$ cat src/rtl/display_arbiter_if.sv
// Request/data bundle from the three display requesters and the arbiter's display-side outputs.
// Latency: none (wires only).
// Backpressure: none; requests are level-sensitive and held by the requesters.
interface display_arbiter_if;
  logic [2:0]  req;
  logic [23:0] data0;
  logic [23:0] data1;
  logic [23:0] data2;
  logic [2:0]  grant;
  logic [23:0] bcd_packet;
  logic        disp_en;
  logic        busy;

  modport master (
    output req, data0, data1, data2,
    input  grant, bcd_packet, disp_en, busy
  );

  modport slave (
    input  req, data0, data1, data2,
    output grant, bcd_packet, disp_en, busy
  );
endinterface

$ cat src/rtl/display_arbiter.sv
// Shares the six-digit 7-seg display among alert/keypad/status requesters with hold, blank gap and alert blink.
// Latency: grant one cycle after the last gap cycle; bcd_packet follows the owner's data one cycle later.
// Backpressure: none; a pending release or preempt is deferred until the owner has held for MIN_HOLD cycles.
module display_arbiter #(
  parameter int MIN_HOLD     = 16,
  parameter int BLANK_CYCLES = 2,
  parameter int BLINK_HALF   = 8,
  parameter int BLINK_EN     = 1
) (
  input logic              clk,
  input logic              rst,
  display_arbiter_if.slave bus
);

  localparam int HOLD_W  = $clog2(MIN_HOLD + 1);
  localparam int GAP_W   = $clog2(BLANK_CYCLES + 1);
  localparam int BLINK_W = $clog2(BLINK_HALF + 1);

  localparam logic [HOLD_W-1:0]  HOLD_MAX   = HOLD_W'(MIN_HOLD);
  localparam logic [GAP_W-1:0]   GAP_LAST   = GAP_W'(BLANK_CYCLES - 1);
  localparam logic [BLINK_W-1:0] BLINK_LAST = BLINK_W'(BLINK_HALF - 1);
  localparam logic [23:0]        BLANK_PKT  = 24'hFFFFFF;
  localparam bit                 BLINK_ON   = (BLINK_EN != 0);

  typedef enum logic [1:0] {
    S_IDLE,
    S_BLANK,
    S_OWN
  } state_t;

  state_t              state_q, state_d;
  logic [1:0]          owner_q, owner_d;
  logic [HOLD_W-1:0]   hold_q, hold_d;
  logic [GAP_W-1:0]    gap_q, gap_d;
  logic [BLINK_W-1:0]  blink_q, blink_d;
  logic                show_q, show_d;
  logic [2:0]          grant_q, grant_d;
  logic [23:0]         pkt_q, pkt_d;
  logic                busy_q, busy_d;
  logic                en_q;

  logic [1:0]  pick;
  logic [23:0] own_dat;
  logic        own_req;
  logic        preempt;
  logic        blink_active;

  // Lowest index wins among simultaneous requests.
  always_comb begin
    pick = 2'd2;
    if (bus.req[0])      pick = 2'd0;
    else if (bus.req[1]) pick = 2'd1;
  end

  always_comb begin
    own_dat = bus.data2;
    own_req = bus.req[2];
    preempt = bus.req[0] | bus.req[1];
    case (owner_q)
      2'd0: begin
        own_dat = bus.data0;
        own_req = bus.req[0];
        preempt = 1'b0;
      end
      2'd1: begin
        own_dat = bus.data1;
        own_req = bus.req[1];
        preempt = bus.req[0];
      end
      default: ;
    endcase
  end

  assign blink_active = BLINK_ON && (owner_q == 2'd0);

  always_comb begin
    state_d = state_q;
    owner_d = owner_q;
    hold_d  = hold_q;
    gap_d   = gap_q;
    blink_d = blink_q;
    show_d  = show_q;
    grant_d = grant_q;
    pkt_d   = pkt_q;
    case (state_q)
      S_IDLE: begin
        grant_d = 3'b000;
        pkt_d   = BLANK_PKT;
        if (|bus.req) begin
          state_d = S_BLANK;
          gap_d   = '0;
        end
      end
      S_BLANK: begin
        grant_d = 3'b000;
        pkt_d   = BLANK_PKT;
        if (gap_q == GAP_LAST) begin
          gap_d = '0;
          if (|bus.req) begin
            state_d = S_OWN;
            owner_d = pick;
            grant_d = 3'b001 << pick;
            hold_d  = '0;
            blink_d = '0;
            show_d  = 1'b1;
          end else begin
            state_d = S_IDLE;
          end
        end else begin
          gap_d = gap_q + GAP_W'(1);
        end
      end
      S_OWN: begin
        // Release/preempt is only honoured once the hold counter has saturated.
        if ((hold_q == HOLD_MAX) && (!own_req || preempt)) begin
          state_d = S_BLANK;
          gap_d   = '0;
          grant_d = 3'b000;
          pkt_d   = BLANK_PKT;
        end else begin
          if (hold_q != HOLD_MAX) hold_d = hold_q + HOLD_W'(1);
          if (own_req) pkt_d = (blink_active && !show_q) ? BLANK_PKT : own_dat;
          if (blink_q == BLINK_LAST) begin
            blink_d = '0;
            show_d  = ~show_q;
          end else begin
            blink_d = blink_q + BLINK_W'(1);
          end
        end
      end
      default: begin
        state_d = S_IDLE;
        grant_d = 3'b000;
        pkt_d   = BLANK_PKT;
      end
    endcase
    busy_d = (state_d != S_IDLE);
  end

  always_ff @(posedge clk or negedge rst) begin
    if (!rst) begin
      state_q <= S_IDLE;
      owner_q <= 2'd0;
      hold_q  <= '0;
      gap_q   <= '0;
      blink_q <= '0;
      show_q  <= 1'b0;
      grant_q <= 3'b000;
      pkt_q   <= BLANK_PKT;
      busy_q  <= 1'b0;
      en_q    <= 1'b0;
    end else begin
      state_q <= state_d;
      owner_q <= owner_d;
      hold_q  <= hold_d;
      gap_q   <= gap_d;
      blink_q <= blink_d;
      show_q  <= show_d;
      grant_q <= grant_d;
      pkt_q   <= pkt_d;
      busy_q  <= busy_d;
      en_q    <= 1'b1;
    end
  end

  assign bus.grant      = grant_q;
  assign bus.bcd_packet = pkt_q;
  assign bus.busy       = busy_q;
  assign bus.disp_en    = en_q;

endmodule

$ cat src/flat_wrapper.sv
// flat-port wrapper written by rule: the top's interface ports become plain ports
module display_arbiter_flat 
#(
  parameter int MIN_HOLD     = 16,
  parameter int BLANK_CYCLES = 2,
  parameter int BLINK_HALF   = 8,
  parameter int BLINK_EN     = 1
)
  (clk, rst, bus_req, bus_data0, bus_data1, bus_data2, bus_grant, bus_bcd_packet, bus_disp_en, bus_busy);
  display_arbiter_if bus_i ();
  input logic clk;
  input logic rst;
  input wire logic [$bits(bus_i.req)-1:0] bus_req;
  input wire logic [$bits(bus_i.data0)-1:0] bus_data0;
  input wire logic [$bits(bus_i.data1)-1:0] bus_data1;
  input wire logic [$bits(bus_i.data2)-1:0] bus_data2;
  output wire logic [$bits(bus_i.grant)-1:0] bus_grant;
  output wire logic [$bits(bus_i.bcd_packet)-1:0] bus_bcd_packet;
  output wire logic [$bits(bus_i.disp_en)-1:0] bus_disp_en;
  output wire logic [$bits(bus_i.busy)-1:0] bus_busy;
  assign bus_i.req = bus_req;
  assign bus_i.data0 = bus_data0;
  assign bus_i.data1 = bus_data1;
  assign bus_i.data2 = bus_data2;
  assign bus_grant = bus_i.grant;
  assign bus_bcd_packet = bus_i.bcd_packet;
  assign bus_disp_en = bus_i.disp_en;
  assign bus_busy = bus_i.busy;
  display_arbiter #(.MIN_HOLD(MIN_HOLD), .BLANK_CYCLES(BLANK_CYCLES), .BLINK_HALF(BLINK_HALF), .BLINK_EN(BLINK_EN)) u_core (.clk(clk), .rst(rst), .bus(bus_i));
endmodule
$ cat config.mk
export PLATFORM = sky130hd
export DESIGN_NAME = display_arbiter_flat
export DESIGN_NICKNAME = d
export VERILOG_FILES = /design/src/rtl/display_arbiter_if.sv /design/src/rtl/display_arbiter.sv /design/src/flat_wrapper.sv
export SDC_FILE = /design/constraint.sdc
export NUM_CORES = 1
export LEC_CHECK = 0
export CAP_MARGIN = 5
export CORE_MARGIN = 10
export CORE_UTILIZATION = 43
export CTS_CLUSTER_SIZE = 30
export DETAILED_ROUTE_END_ITERATION = 16
export HOLD_SLACK_MARGIN = 0.06
export PLACE_DENSITY = 0.8
export SLEW_MARGIN = 10
export SYNTH_ARGS = -nofsm -noshare
export SYNTH_HDL_FRONTEND = slang
export SYNTH_SLANG_ARGS = --single-unit
$ cat constraint.sdc
create_clock -name clk -period 3 [get_ports clk]
set_input_delay 0.6 -clock clk [delete_from_list [all_inputs] [get_ports clk]]
set_output_delay 0.6 -clock clk [all_outputs]
set_load 0.005 [all_outputs]
# Yosys cells after proc, flatten, opt, wreduce, memory -nomap -nowiden
# Index checks and enable logic that the tools add are counted.
# totals
out_inout_bits	29
ff_bits	45
wordCells	84
# op_classes
n_reduce_logical	16
muxes	37
shift	1
n_addsub	3
eq_ne	15
bitwise	2
# op_table
cell	count
24-bit 2-to-1 mux	4
24-bit one-hot mux with 2 select lines	1
5-bit 2-to-1 mux	4
2-bit 2-to-1 mux	9
4-bit 2-to-1 mux	4
2-bit by 1-bit inequality test with 1-bit output (second input constant)	6
2-bit one-hot mux with 3 select lines	2
5-bit one-hot mux with 2 select lines	1
5-bit AND reduction	2
3-bit 2-to-1 mux	3
4-bit one-hot mux with 2 select lines	1
2-bit by 1-bit == test with 1-bit output (second input constant)	3
1-bit one-hot mux with 2 select lines	3
3-bit one-hot mux with 2 select lines	1
3-bit AND reduction	2
5-bit by 1-bit adder with 5-bit output (second input constant)	1
5-bit == test (second input constant)	1
5-bit inequality test (second input constant)	1
4-bit by 1-bit adder with 4-bit output (second input constant)	1
4-bit by 3-bit == test with 1-bit output (second input constant)	1
2-bit logical NOT	2
1-bit 2-to-1 mux	4
4-bit AND reduction	1
2-bit nonzero test	2
12 further kinds	14

# Depth between registers and ports, before layout
# logic_depth
ltp_word	8
ltp_mapped	8
mapped_depth_nobuf	6

# Worst setup path before layout
# No wires, ideal clock.
# synth_path
path_kind	reg2reg
from	register u_core.hold_q[0]
to	register u_core.gap_q[0]
n_path_buf	0
slack_ps	945
path_stages_with_launch	7
setup_ps	127
arrival_ps	1928
required_time_ps	2873
path_cell_list	dfrtp_1 -> inv_1 -> ha_1 -> nand4bb_1 -> o41a_1 -> or3_1 -> mux2_1
# synth_via
elab_chain_len	4
# synth_lines
item	line_no	text
start: declaration	display_arbiter.sv:33	logic [HOLD_W-1:0] hold_q, hold_d;
start signal: assignment	display_arbiter.sv:155	hold_q <= hold_d;
5-bit == test	display_arbiter.sv:115	if ((hold_q == HOLD_MAX) && (!own_req || preempt)) begin
1-bit logical AND	display_arbiter.sv:115	
2-bit by 1-bit inequality test with 1-bit output (no line)	n/a	
3-bit AND reduction (no line)	n/a	
end signal: assignment	display_arbiter.sv:156	gap_q <= gap_d;
end: declaration	display_arbiter.sv:34	logic [GAP_W-1:0] gap_q, gap_d;
# Every way passes these cells.
# A chain may end at the register's enable or synchronous reset.

# Final worst setup path
# layout_path
from	input port bus_req[0]
to	register u_core.blink_q[0]
# layout_via
elab_chain_len	6
word_cells_on_any_way	10
# layout_lines
item	line_no	text
start: declaration	flat_wrapper.sv:13	input wire logic [$bits(bus_i.req)-1:0] bus_req;
1-bit OR or 1-bit one-hot mux with 2 select lines (tied branches)	display_arbiter.sv:58, display_arbiter.sv:59	
1-bit one-hot mux with 2 select lines or 1-bit logical NOT (tied branches)	display_arbiter.sv:59, display_arbiter.sv:115	
1-bit logical OR	display_arbiter.sv:115	
1-bit logical AND	display_arbiter.sv:115	
2-bit inequality test (no line)	n/a	
4-bit AND reduction (no line) (*)	n/a	
end signal: assignment	display_arbiter.sv:157	blink_q <= blink_d;
end: declaration	display_arbiter.sv:35	logic [BLINK_W-1:0] blink_q, blink_d;
# Every way passes the cells marked *; elsewhere a longest branch is shown, timed or not.

==> key figures <==
STA
  • TNS Setup: 0 ns
  • Fmax: ~400 MHz
  • Fin worst setup slack: roughly 0.46 ns
  • Worst hold slack: between 0.4 and 0.5 ns
  • Unrepaired setup endpoints after global routing: no
  • Worst-margin pin slew: about 0.98 ns
  • Max-slew violations: 0
  • Skew final: 0.007908 ns
  • Period minus WS final: 2.542 ns
  • Setup Viol. Count Final: 0
  • Tcrit/Tclk final: 84.74%
  • Slew HR: 34.46%
  • Final Hold Violating Endpoints: 0

Synthesis
  • Post-synth net total: ~370
  • Predominant post-synthesis flop cell: dfstp_2
  • Post-synthesis sequential area ratio: 44.57%
  • Mapped Area: 2594 sq um
  • Number of synthesized flops with an enable pin: 0
  • Ys Warns: 0
  • Ys async rst share: 100.0%
  • FF+latch count, synth: 45
  • Library cells used by synthesis: 46
  • Post-synthesis cell count: 289
  • Mean post-synth cell area: ~9 sq um

Setup path
  • Slowest-stage cell, CP: nor4_1
  • Critical Path, Cell by Cell: clkdlybuf4s50_1, nor4bb_1, nor4_1, a21o_1, mux2_2
  • Crit-path leading delay family: simple AND/OR/NAND/NOR gates
  • Startpoint types: primary input
  • CP max stage delay: approximately 0.76 ns
  • R2R Setup Slk: 0.54 ns
  • CP Capture Type: flop
  • CP bufs+invs: 1
  • End of the worst register-to-register path: u_core.blink_q[0]
  • CP Data Arrival Time: around 2.7 ns
  • Setup CP Type: in -> reg
  • Reg2Reg Launch Point: u_core.hold_q[0]
  • R2R cell count: 6
  • Worst Path Required: between 3 and 4 ns
  • CP Max Fanout: 9

Floorplan
  • Area of the die: roughly 9500 sq um
  • Die Ht: roughly 98 microns
  • IO Count: about 110
  • Width of the die: roughly 98 microns
  • Num rows: 28
  • Core Box Area: 5886 sq um
  • Initial cell density of the core: between 40% and 50%

Routing
  • Routed wire length: approximately 7900 microns
  • Starting DRT DRC Count: between 80 and 90
  • WL per Instance: 17.11 microns
  • Drt first pass iters: 4
  • Vias post-DR: roughly 2.5k
  • DRT antenna net count: 0
  • # DRC: 0
  • Vias per cell: ~5.4

Clocking
  • Clk root buf: clkbuf_8
  • Cts hold-fix bufs: 0
  • Htree depth: 2
  • Resize count post-CTS: 0
  • Post-CTS setup buffer count: 0
  • Sink Count: 45
  • Clk_lat worst skew: 0.30 ns
  • Max clock buf depth: 2
  • CTS tree: built
  • Clk slew on worst S/H paths: approximately 0.080 ns
  • Num CTS Buffers: 5

GRT
  • Global-route wire length before repair: ~13000 microns
  • Vias in the first global route: 2508
  • Initial antenna violation count: 0
  • GRT Resource Usage Total: about 16%
  • Grt total ovfl: 0
  • Pin count of the biggest net entering global routing: 51

Run status
  • Status: complete, no violations

Placed design
  • Post-DP HPWL: roughly 5900 microns
  • Port Buffers: 105
  • Place WS: 0.1572 ns
  • Routability cong.: approximately 0.85
  • Dpl cells: approximately 450
  • Placement Cell Area: 3694 sq um

Cells and area
  • Design Area, Final: around 3800 sq um
  • Post-route non-filler standard cell count: 459
  • Most frequent cells in the layout: clkdlybuf4s50_1, nand2_1, o22ai_1
  • Net count, final: 467
  • Final core occ: between 60% and 70%
  • Ant. Diodes: 0
  • Most common cell after layout, fill and taps aside: clkdlybuf4s50_1
  • Share of cells above drive strength 1: 10.94%
  • Area grow syn2layout: 46.31%

Pwr
  • Peak supply drop: roughly 0.79 mV
  • Pwr Total: 2.683 mW
  • Leakage: between 1.5 and 2 nW
  • Power Density: 706.9 nW/um^2

Flow run
  • Max_cap viols: 0

Worst hold path
  • HP Class: in -> async
## area by class of cell
| class | instances | area [sq um] |
|---|---|---|
| well taps | 75 | 93.84 |
| clock buffers | 7 | 96.34 |
| fillers | 497 | 2091 |
| clock inverters | 1 | 5.005 |
| multi-input cells | 213 | 1334 |
| repair buffers | 109 | 1076 |
| inverters | 9 | 33.78 |
| flip-flops and latches | 45 | 1156 |
## worst max-delay path by stage
stage / from / endpoint / slack, ns / cells after the start
after floorplan: u_core.hold_q[0] / u_core.gap_q[0] / 0.95 / 6
after global placement: bus_req[0] / u_core.blink_q[0] / 0.28 / 5
after detailed placement: bus_req[0] / u_core.blink_q[0] / 0.16 / 5
after CTS: bus_req[0] / u_core.blink_q[0] / 0.52 / 5
after global routing: bus_req[0] / u_core.blink_q[0] / 0.33 / 5
final: bus_req[0] / u_core.blink_q[0] / 0.46 / 5
## state kept, by name, indices dropped and copies added (netlist names)
| signal | cells |
|---|---|
| u_core.state_q | 2 |
| u_core.gap_q | 2 |
| u_core.show_q | 1 |
| u_core.bus.busy | 1 |
| u_core.blink_q | 4 |
| u_core.hold_q | 5 |
| u_core.bus.grant | 3 |
| u_core.bus.disp_en | 1 |
| u_core.bus.bcd_packet | 24 |
| u_core.owner_q | 2 |
## cell usage after synthesis, types with 3 or more instances
library cell | n | area, sq um
o22ai_1 | 26 | 162.7
o211ai_1 | 24 | 180.2
a21oi_1 | 4 | 20.02
nand2_1 | 60 | 225.2
o21a_1 | 25 | 187.7
nor2_1 | 6 | 22.52
a211oi_1 | 3 | 22.52
dfrtp_1 | 21 | 525.5
clkbuf_1 | 21 | 78.83
nor3_1 | 4 | 20.02
dfstp_2 | 24 | 630.6
o21ai_0 | 7 | 35.03
nor2b_1 | 3 | 18.77
inv_1 | 9 | 33.78
ha_1 | 7 | 87.58
nand3_1 | 6 | 30.03
## cell families (layout without fill, tap and decap cells)
group | count (synthesis) | count (layout) | share of synthesized area [%]
other | 1 | 1 | 0.1446
DFF | 45 | 45 | 44.57
AOI/OAI and AO/OA | 104 | 104 | 28.32
adders and majority gates | 7 | 7 | 3.377
buffers and inverters | 31 | 126 | 4.486
muxes | 4 | 4 | 1.688
and+or+nand+nor | 97 | 97 | 17.41
## layer usage
layer | GRT usage [%] | up-vias | wire length [microns]
li1 | - | 1238 | -
met2 | 30.05 | 53 | 4291
met1 | 17.23 | 1199 | 3095
met4 | 5.705 | 0 | 151
met5 | 0 | - | 0
met3 | 4.054 | 9 | 313
## where the power goes
group	total (mW)	internal, mW	switching (mW)
registers	0.833	0.749	0.0832
logic	1.44	0.647	0.792
clock network	0.411	0.208	0.203
total	2.68	1.60	1.08
No activity file was read; power rests on OpenSTA's default activity.
